### src/rtl/instr_mem_loader.sv
// instr_mem_loader: streams 32-bit words into byte-addressed instruction memory, big-endian, one byte per cycle
// Ports: clk/reset (sync, active-high); start+base_addr open a session; in_valid/in_ready/in_word/in_last word stream;
//        mem_we/mem_addr/mem_wdata byte write port; busy/done/overflow/words_written session status.
module instr_mem_loader #(
  parameter int ADDR_W = 10,
  parameter int DEPTH = 64
) (
  input  logic              clk,
  input  logic              reset,
  input  logic              start,
  input  logic [ADDR_W-1:0] base_addr,
  input  logic              in_valid,
  output logic              in_ready,
  input  logic [31:0]       in_word,
  input  logic              in_last,
  output logic              mem_we,
  output logic [ADDR_W-1:0] mem_addr,
  output logic [7:0]        mem_wdata,
  output logic              busy,
  output logic              done,
  output logic              overflow,
  output logic [ADDR_W-1:0] words_written
);
  typedef enum logic [1:0] {IDLE, ACCEPT, WRITE, DONE} state_t;
  state_t state, nxt;
  logic [ADDR_W-1:0] ptr;
  logic [1:0] idx;
  logic [31:0] word_q;
  logic last_q;
  logic [ADDR_W:0] ptr_end;
  logic room, restart;
  // one extra bit so a pointer near the top of the address space cannot wrap past the check
  assign ptr_end = {1'b0, ptr} + (ADDR_W+1)'(4);
  assign room = ptr_end <= (ADDR_W+1)'(DEPTH);
  assign restart = start && (state == IDLE || state == DONE);
  always_ff @(posedge clk)
    if (reset) state <= IDLE;
    else state <= nxt;
  always_comb begin
    nxt = state;
    if (restart) nxt = ACCEPT;
    else if (state == ACCEPT) nxt = !room ? DONE : (in_valid ? WRITE : ACCEPT);
    else if (state == WRITE && idx == 2'd3) nxt = last_q ? DONE : ACCEPT;
  end
  assign in_ready = state == ACCEPT && room;
  assign mem_we = state == WRITE;
  assign busy = state == ACCEPT || state == WRITE;
  assign done = state == DONE;
  assign mem_addr = mem_we ? ptr + ADDR_W'(idx) : '0;
  // ~idx selects byte 3-idx, so idx 0 emits bits [31:24]
  assign mem_wdata = mem_we ? word_q[{~idx, 3'b000} +: 8] : 8'h00;
  always_ff @(posedge clk)
    if (reset) begin
      ptr <= '0;
      idx <= '0;
      word_q <= '0;
      last_q <= 1'b0;
      overflow <= 1'b0;
      words_written <= '0;
    end else begin
      if (restart) begin
        ptr <= {base_addr[ADDR_W-1:2], 2'b00};
        words_written <= '0;
        overflow <= 1'b0;
      end
      if (state == ACCEPT && !room) overflow <= 1'b1;
      if (in_valid && in_ready) begin
        word_q <= in_word;
        last_q <= in_last;
        idx <= '0;
      end
      if (state == WRITE) begin
        idx <= idx + 2'd1;
        if (idx == 2'd3) begin
          ptr <= ptr + ADDR_W'(4);
          words_written <= words_written + ADDR_W'(1);
        end
      end
    end
endmodule

### config.mk
export PLATFORM = sky130hd
export DESIGN_NAME = instr_mem_loader
export DESIGN_NICKNAME = d
export VERILOG_FILES = /design/src/rtl/instr_mem_loader.sv
export SDC_FILE = /design/constraint.sdc
export NUM_CORES = 1
export LEC_CHECK = 0
export ABC_CLOCK_PERIOD_IN_PS = 4800
export CELL_PAD_IN_SITES_DETAIL_PLACEMENT = 2
export CELL_PAD_IN_SITES_GLOBAL_PLACEMENT = 2
export CORE_ASPECT_RATIO = 1.5
export CORE_MARGIN = 2
export CORE_UTILIZATION = 33
export CTS_BUF_LIST = sky130_fd_sc_hd__clkbuf_8
export DETAILED_ROUTE_END_ITERATION = 6
export MAX_ROUTING_LAYER = met4
export PLACE_DENSITY_LB_ADDON = 0.1
export SETUP_SLACK_MARGIN = 0.4
export SYNTH_ARGS = -nofsm -noshare
export SYNTH_HDL_FRONTEND = slang
export SYNTH_SLANG_ARGS = --single-unit
### constraint.sdc
create_clock -name clk -period 4.8 [get_ports clk]
set_clock_uncertainty 0.15 [all_clocks]
set_input_delay 0.48 -clock clk [delete_from_list [all_inputs] [get_ports clk]]
set_output_delay 0.48 -clock clk [all_outputs]
set_load 0.005 [all_outputs]
After elaboration in Yosys (flattened, before gate mapping)
Cells that the tools add are included.

operators by class
  add/subtract/negate cells = 5
  $mul = 0
  div/mod/pow operators = 0
  order comparisons = 1
  eq/ne operators = 4
  shift-type cells = 1
  muxes and demuxes = 18
  bitwise operators = 1
  reduce and logical (&&, ||, !) cells = 14

operator list
  operator               number
  $mux 10                7
  $shiftx 32x6->8        1
  $mux 2                 7
  $add 10x3->11 const B  1
  $le 11x7->1 const B    1
  $add 10x1->10 const B  1
  $add 10x2->10          1
  $add 10x3->10 const B  1
  $mux 8                 1
  $eq 2x2->1 const B     3
  $reduce_bool 2->1      3
  $logic_and 1x1->1      5
  $mux 1                 3
  $reduce_bool 3->1      1
  $add 2x1->2 const B    1
  $eq 2x1->1 const B     1
  $logic_not 2->1        1
  $logic_or 1x1->1       2
  $not 2->2              1
  $reduce_or 2->1        1
  $logic_not 1->1        1

storage, ports and cells
  register bits after elaboration = 58
  latch bits = 0
  RAM bits = 0
  bits in read-only memories = 0
  input port bits = 47
  output and inout bits = 33
  logic and storage cells = 52
  memories = 0

Longest topological paths before layout
Gate-level depths: netlist of run 1.

  word-level depth = 6
  gate-level depth with buffers = 9
  gate-level depth less buffers = 7

Worst setup path before layout of run 1
OpenSTA, ideal clock, no wires.

  path type = reg-to-output
  start = register ptr[2]
  end = output port in_ready
  data arrival time = 1.500 ns
  setup slack = 2.670 ns
  cell stages (with the launch flop) = 8
  path buffers = 1
  path through = dfxtp_1 -> ha_1 -> and3_1 -> buf_6 -> xnor2_1 -> a41oi_2 -> nor2_1 -> and2_1

between the ends
  word-level cells in the longest chain between the ends = 3

ends and longest elaborated chain
  what                    line  source
  from (decl)             26    logic [ADDR_W-1:0] ptr;
  from (signal assigned)  62    ptr <= {base_addr[ADDR_W-1:2], 2'b00};
  from (signal assigned)  75    ptr <= ptr + ADDR_W'(4);
  $add 10x3->11           33    assign ptr_end = {1'b0, ptr} + (ADDR_W+1)'(4);
  $le 11x7->1             34    assign room = ptr_end <= (ADDR_W+1)'(DEPTH);
  $logic_and 1x1->1       45    assign in_ready = state == ACCEPT && room;
  to (decl)               13    output logic in_ready,

Every way passes these cells.

Worst setup path after layout of run 1
  start = register idx[0]
  end = output port mem_addr[9]

between the ends
  word-level cells in the longest chain between the ends = 2

ends and longest elaborated chain
  what                    line  source
  from (decl)             27    logic [1:0] idx;
  from (signal assigned)  73    idx <= idx + 2'd1;
  $add 10x2->10           49    assign mem_addr = mem_we ? ptr + ADDR_W'(idx) : '0;
  $mux 10                 49
  to (decl)               17    output logic [ADDR_W-1:0] mem_addr,

Every way passes these cells.

==> results of run 1 <==
-- stage by stage --
step / hold WS (ns) / util [%]
2_1_floorplan: 0.294 / -
3_3_place_gp: 0.305 / 41.9
3_5_place_dp: 0.310 / 41.9
4_1_cts: 0.318 / 43.8
5_1_grt: 0.348 / 43.8
6_report: 0.315 / 43.8
-- per-layer routing --
| metal | part of all wire, % | global-route usage [%] |
|---|---|---|
| met4 | 1.4 | 5.60 |
| met2 | 55 | 32.3 |
| met5 | 0 | - |
| met1 | 40 | 20.2 |
| met3 | 3.3 | 3.74 |
-- power groups by stage --
stage	clock network, mW	registers (mW)	logic [mW]
final	0.444	0.562	0.272
after floorplan	0	0.550	0.193
after global placement	0	0.570	0.270
after global routing	0.481	0.569	0.303
after CTS	0.461	0.563	0.280
after detailed placement	0	0.573	0.279
-- cell families after synthesis --
| kind of cell | count (synthesis) | share of synthesized area, % |
|---|---|---|
| buffers and inverters | 31 | 5.76 |
| adders and majority gates | 9 | 3.66 |
| muxes | 45 | 16.9 |
| AOI/OAI and AO/OA | 37 | 7.74 |
| and+or+nand+nor | 162 | 27.1 |
| DFF | 58 | 35.4 |
| xor gates and xnor gates | 13 | 3.47 |
-- cells in the mapped netlist, drive strengths merged (2+ instances only) --
master   instances  share of area (%)
a221oi           3               0.80
buf              9                3.2
a2111oi          2               0.57
nor3             4               0.76
nand4            3               0.57
mux2i           35                 11
a211oi           2               0.46
xnor2            9                2.4
mux2             2               0.69
or3b             2               0.53
xor2             4                1.1
nor2            30                3.4
nand2b          68                 13
dfxtp           58                 35
a22oi            3               0.69
nor4             2               0.38
a311oi           2               0.53
ha               8                3.1
nand2           20                2.3
a21o             2               0.46
nand3            6               0.92
a41oi            2               0.76
and3             5               0.99
mux4             8                5.5
a21oi            7                1.1
inv              9                1.0
o21ai           10                1.5
clkbuf          13                1.5
and2            19                3.6
-- critical path: stages, from the launching register on --
cell,delay (ns)
dfxtp_1,0.80
ha_1,0.33
a21o_1,0.17
nand2_1,0.13
or3_1,0.37
a21boi_0,0.17
clkdlybuf4s50_1,0.53
-- registers in the layout, summed over array words and instances, names as in the netlist --
name           count
idx                2
overflow           1
last_q             1
ptr               10
word_q            32
state              2
words_written     10
-- worst max-delay path by stage --
stage | cells after the start | end | slack (ns) | from
2_1_floorplan | 7 | in_ready | 2.67 | ptr[2]
3_3_place_gp | 6 | mem_addr[9] | 1.69 | idx[0]
3_5_place_dp | 6 | mem_addr[9] | 1.64 | idx[0]
4_1_cts | 6 | mem_addr[9] | 1.25 | idx[0]
5_1_grt | 6 | mem_addr[9] | 1.07 | idx[0]
6_report | 6 | mem_addr[9] | 1.33 | idx[0]
-- final cells by class --
class / count / area [µm²] / area share, %
Clock inverter: 5 / 47.5 / 1.12
Timing Repair Buffer: 79 / 781 / 18.4
Multi-Input combinational cell: 266 / 1940 / 45.7
Inverter: 9 / 33.8 / 0.796
Tap cell: 115 / 144 / 3.39
Sequential cell: 58 / 1160 / 27.4
Clock buffer: 10 / 138 / 3.24
==> impl_metrics.yaml, run 1 <==
worst_setup_path:
  reg2regPathDepth: 6
  crit_fanout: 12
  required_ns: 4.17
  setup.worst_path.end_class: "output port"
  reg2reg_from: "state[1]"
  cp.arrival_ns: 2.84
  crit_path_start_kind: "flop"
  rrSetupSlack_ns: 1.81
  rr_endpoint: "words_written[5]"
  critPathKind: "reg2out"
global_route:
  overflow: 0
  gr-usage-all-layers_pct: 18.2
  grt_pass1_wl_mm: 15.0
  grt_pass1_vias: 3047
  antenna_found_initial: 0
  grt_max_degree: 47
worst_hold_path:
  min_path_cells: 2
  holdPathEnd: "overflow"
  worstHoldStart: "overflow"
  hold_path.class: "reg2reg"
timing:
  setup_violations: 0
  rsz0062_at_grt: "no"
  period_needed_ns: 3.47
  final-hold-violation-count: 0
  fin_tns_setup_ns: 0
  worst_pin_slew_ns: 0.884
  relSlewSlack_pct: 41.1
  final.setup.worst_slack_ns: 1.33
  report.final.slew_viol_count: 0
  fin_crit_sh_pct: 72.3
  fmax_mhz: 288
cells_and_area:
  area_growth_pct: 29.3
  layout-drive-gt1-share_pct: 7.26
  antenna_cells: 0
  nNetsFinal: 479
  final_cell_mix: "clkdlybuf4s50_1, nand2b_1, dfxtp_1, mux2i_1, nor2_1"
  final_common_cell: "clkdlybuf4s50_1"
  fillers: 1085
  fin_area_um2: 4240
  fin_cells: 542
clock_tree:
  cts-root-buf: "clkbuf_8"
  cts_resized: 0
  cts_max_level: 3
  tritoncts.num_buffers: 9
  clkTransAtPathRegs_ns: 0.07
  cts_sinks: 58
  cts_tree: "yes"
  postCtsSetupBuffers: 0
  clk_latency_ns: 0.34
  ctsHoldBuffers: 0
  clock_path_buffers: 2
route:
  wl_per_cell_um: 16.7
  drcViolationCount: 0
  dr.first_iter.drc_count: 29
  firstDrtPassIters: 4
  wl_mm: 9.05
  ant_nets: 0
  vias_per_cell: 5.10
  vias: 2765
logic_synthesis:
  synthArstFlopShare_pct: 0
  syn_nets: 411
  syn_area_per_cell_um2: 9.24
  synthDistinctLibCells: 46
  ys_seq_elements: 58
  synth-main-ff-cell: "dfxtp_1"
  yosysWarnings: 0
  synth_edf_count: 0
  syn_area_um2: 3280
  ys_seq_area_share_pct: 35.4
  syn_inst: 355
power:
  power.switching_mw: 0.372
  fin_total_pwr_mw: 1.28
  power_frac_seq_pct: 44.0
  pwr-share-clk_pct: 34.7
  internal_power_mw: 0.906
  swShare_pct: 29.1
  combPwrFrac_pct: 21.3
  powerDensity_nw_per_um2: 301
  cellLeakagePower_nw: 1.51
  peakVddDrop_v: 0.000172
floorplanning:
  die-width_um: 85.4
  pin_count: 80
  die_y_um: 126
  placementRows: 44
  dieArea_um2: 10800
  start_util_pct: 33.9
  coreArea_um2: 9690
status:
  outcome: "finished clean"
placement:
  gp_congestion: 0.713
  dp_cells: 527
  pre_cts_ws_ns: 1.64
  dp_hpwl_mm: 6.52
  dpl-instance-area_um2: 4060
  portBuffers: 77
flow_run:
  max_cap_viol_count: 0
No activity file was read; power rests on OpenSTA's default activity.
==> run 2: changes to the inputs <==
--- a/config.mk
+++ b/config.mk
@@ -5,12 +5,12 @@
 export SDC_FILE = /design/constraint.sdc
 export NUM_CORES = 1
 export LEC_CHECK = 0
-export ABC_CLOCK_PERIOD_IN_PS = 4800
+export ABC_CLOCK_PERIOD_IN_PS = 3100
 export CELL_PAD_IN_SITES_DETAIL_PLACEMENT = 2
 export CELL_PAD_IN_SITES_GLOBAL_PLACEMENT = 2
 export CORE_ASPECT_RATIO = 1.5
 export CORE_MARGIN = 2
-export CORE_UTILIZATION = 33
+export CORE_UTILIZATION = 28
 export CTS_BUF_LIST = sky130_fd_sc_hd__clkbuf_8
 export DETAILED_ROUTE_END_ITERATION = 6
 export MAX_ROUTING_LAYER = met4
==> constraint.sdc (replaced) <==
create_clock -name clk -period 3.1 [get_ports clk]
set_clock_uncertainty 0.15 [all_clocks]
set_input_delay 0.31 -clock clk [delete_from_list [all_inputs] [get_ports clk]]
set_output_delay 0.31 -clock clk [all_outputs]
set_load 0.005 [all_outputs]
==> run 2 against run 1 <==
Net effect:
- critical path depth unchanged
- largest power group unchanged
- wire length increased by 4.1%
- largest cell class unchanged
- first-iteration DRC count grew 79%
- clock power up 43%
- count of clock-buffer cells in the layout grew 1
- design area rose by 6.0%
- hold slack lost 0.018 ns
==> impl_metrics.yaml, run 2 (same netlist as run 1, synthesis figures left out) <==
power:
  peakVddDrop_v: 0.000174
  swShare_pct: 30.3
  power_frac_seq_pct: 43.5
  power.switching_mw: 0.598
  cellLeakagePower_nw: 1.68
  powerDensity_nw_per_um2: 439
  combPwrFrac_pct: 24.5
  internal_power_mw: 1.38
  fin_total_pwr_mw: 1.98
  pwr-share-clk_pct: 32.0
status:
  outcome: "finished clean"
flow_run:
  max_cap_viol_count: 0
clock_tree:
  ctsHoldBuffers: 0
  cts_tree: "yes"
  cts_sinks: 58
  cts-root-buf: "clkbuf_8"
  clkTransAtPathRegs_ns: 0.07
  tritoncts.num_buffers: 9
  clock_path_buffers: 2
  cts_max_level: 3
  clk_latency_ns: 0.35
cells_and_area:
  antenna_cells: 0
  final_cell_mix: "clkdlybuf4s50_1, nand2b_1, dfxtp_1, mux2i_1, nor2_1"
  fillers: 1261
  top_regs: "word_q: 32 flops, ptr: 10 flops, words_written: 10 flops"
  largest_register_ffs: 32
  regMostFlops: "word_q"
  area_growth_pct: 37.1
  final_common_cell: "clkdlybuf4s50_1"
  layout-drive-gt1-share_pct: 14.5
  nNetsFinal: 494
placement:
  portBuffers: 77
  dp_hpwl_mm: 6.79
  gp_congestion: 0.779
route:
  dr.first_iter.drc_count: 52
  wl_per_cell_um: 15.9
  firstDrtPassIters: 4
  drcViolationCount: 0
  vias_per_cell: 4.76
  wl_mm: 9.42
  vias: 2819
  ant_nets: 0
timing:
  fin_tns_setup_ns: 0
  report.final.slew_viol_count: 0
  relSlewSlack_pct: 59.4
  period_needed_ns: 2.67
  final-hold-violation-count: 0
  worst_pin_slew_ns: 0.609
  fmax_mhz: 375
  setup_violations: 0
  fin_crit_sh_pct: 86.1
  rsz0062_at_grt: "yes"
global_route:
  overflow: 0
  gr-usage-all-layers_pct: 16.2
  grt_max_degree: 37
  antenna_found_initial: 0
  grt_pass1_vias: 3100
  grt_pass1_wl_mm: 15.3
worst_setup_path:
  cp.arrival_ns: 2.21
  cp_top_family: "adder cells"
  crit_fanout: 4
  crit_path_start_kind: "flop"
  cpPeakStageDelay_ns: 0.49
  reg2reg_from: "ptr[2]"
  required_ns: 2.64
  setup.worst_path.end_class: "output port"
  startpoint: "ptr[0]"
  cp_cell_sequence: "ha_2 -> fa_2 -> buf_4 -> xor2_1 -> and2_1 -> clkdlybuf4s50_1"
  crit_buf_inv: 2
  critPathKind: "reg2out"
  crit_path_top_delay_cell: "clkdlybuf4s50_1"
floorplanning:
  dieArea_um2: 12600
  die_y_um: 137
  start_util_pct: 28.6
  pin_count: 80
  coreArea_um2: 11500
  placementRows: 48
  die-width_um: 92.4
worst_hold_path:
  hold_path.class: "in2reg"
  worstHoldStart: "reset"
==> run 2: per-stage QoR <==
step | hold WS, ns | setup WS (ns) | area (µm²) | cells | utilization (%)
5_1_grt | 0.340 | 0.346 | 4500 | 592 | 39.2
6_report | 0.297 | 0.431 | 4500 | 592 | 39.2
4_1_cts | 0.292 | 0.330 | 4420 | 585 | 38.5
3_5_place_dp | 0.319 | 0.372 | 4170 | 569 | 36.3
2_1_floorplan | 0.282 | 1.02 | 3280 | 355 | -
3_3_place_gp | 0.306 | 0.402 | 4170 | 569 | 36.3
==> run 2: layout make-up <==
cell class                 instances  area (µm²)  share of cell area (%)
multi-input combinational        266        2020                    44.9
sequential                        58        1170                    26.1
timing repair buffer              94         915                    20.3
tap                              150         188                    4.17
clock buffer                      11         151                    3.36
inverter                           9        33.8                   0.751
clock inverter                     4        18.8                   0.417
==> run 2: worst reg2reg max path: cells and delay by family, from the launching register on <==
kind | cells | cell delay (ns)
buffers and inverters | 3 | 0.60
AND/OR/NAND/NOR | 2 | 0.40
adder cells (fa/ha/maj) | 1 | 0.19
multiplexers | 1 | 0.24
flip-flops | 1 | 0.37
XOR/XNOR | 1 | 0.14
AO/OA/AOI/OAI | 1 | 0.07
==> run 2: path summary, 6_finish.rpt <==
| path | to | slack, ns | depth (start not counted) |
|---|---|---|---|
| setup / recovery | mem_addr[2] | 0.43 | 6 |
| hold / removal | words_written[5] | 0.30 | 2 |
| setup reg to reg | word_q[29] | 0.85 | 9 |
| hold reg to reg | word_q[19] | 0.32 | 2 |
==> run 2: power by group through the flow <==
stage / clock (mW) / sequential, mW / combinational (mW)
final: 0.633 / 0.859 / 0.485
after global routing: 0.697 / 0.868 / 0.535
after CTS: 0.662 / 0.861 / 0.482
after detailed placement: 0 / 0.871 / 0.463
after global placement: 0 / 0.867 / 0.455
after floorplan: 0 / 0.851 / 0.298
==> run 2: per-layer routing <==
metal	share of wire, %	up-vias	global-route usage, %
met5	0	-	-
met4	1.9	0	6.97
met3	3.5	11	2.97
met2	54	55	29.7
met1	40	1382	16.9
li1	-	1371	-
==> run 2: timing repair <==
item,in CTS,in global routing
buffers inserted,1,7
resized for setup,20,10
cloned,0,0
endpoints found under the setup margin,6,4
pin swaps,1,8
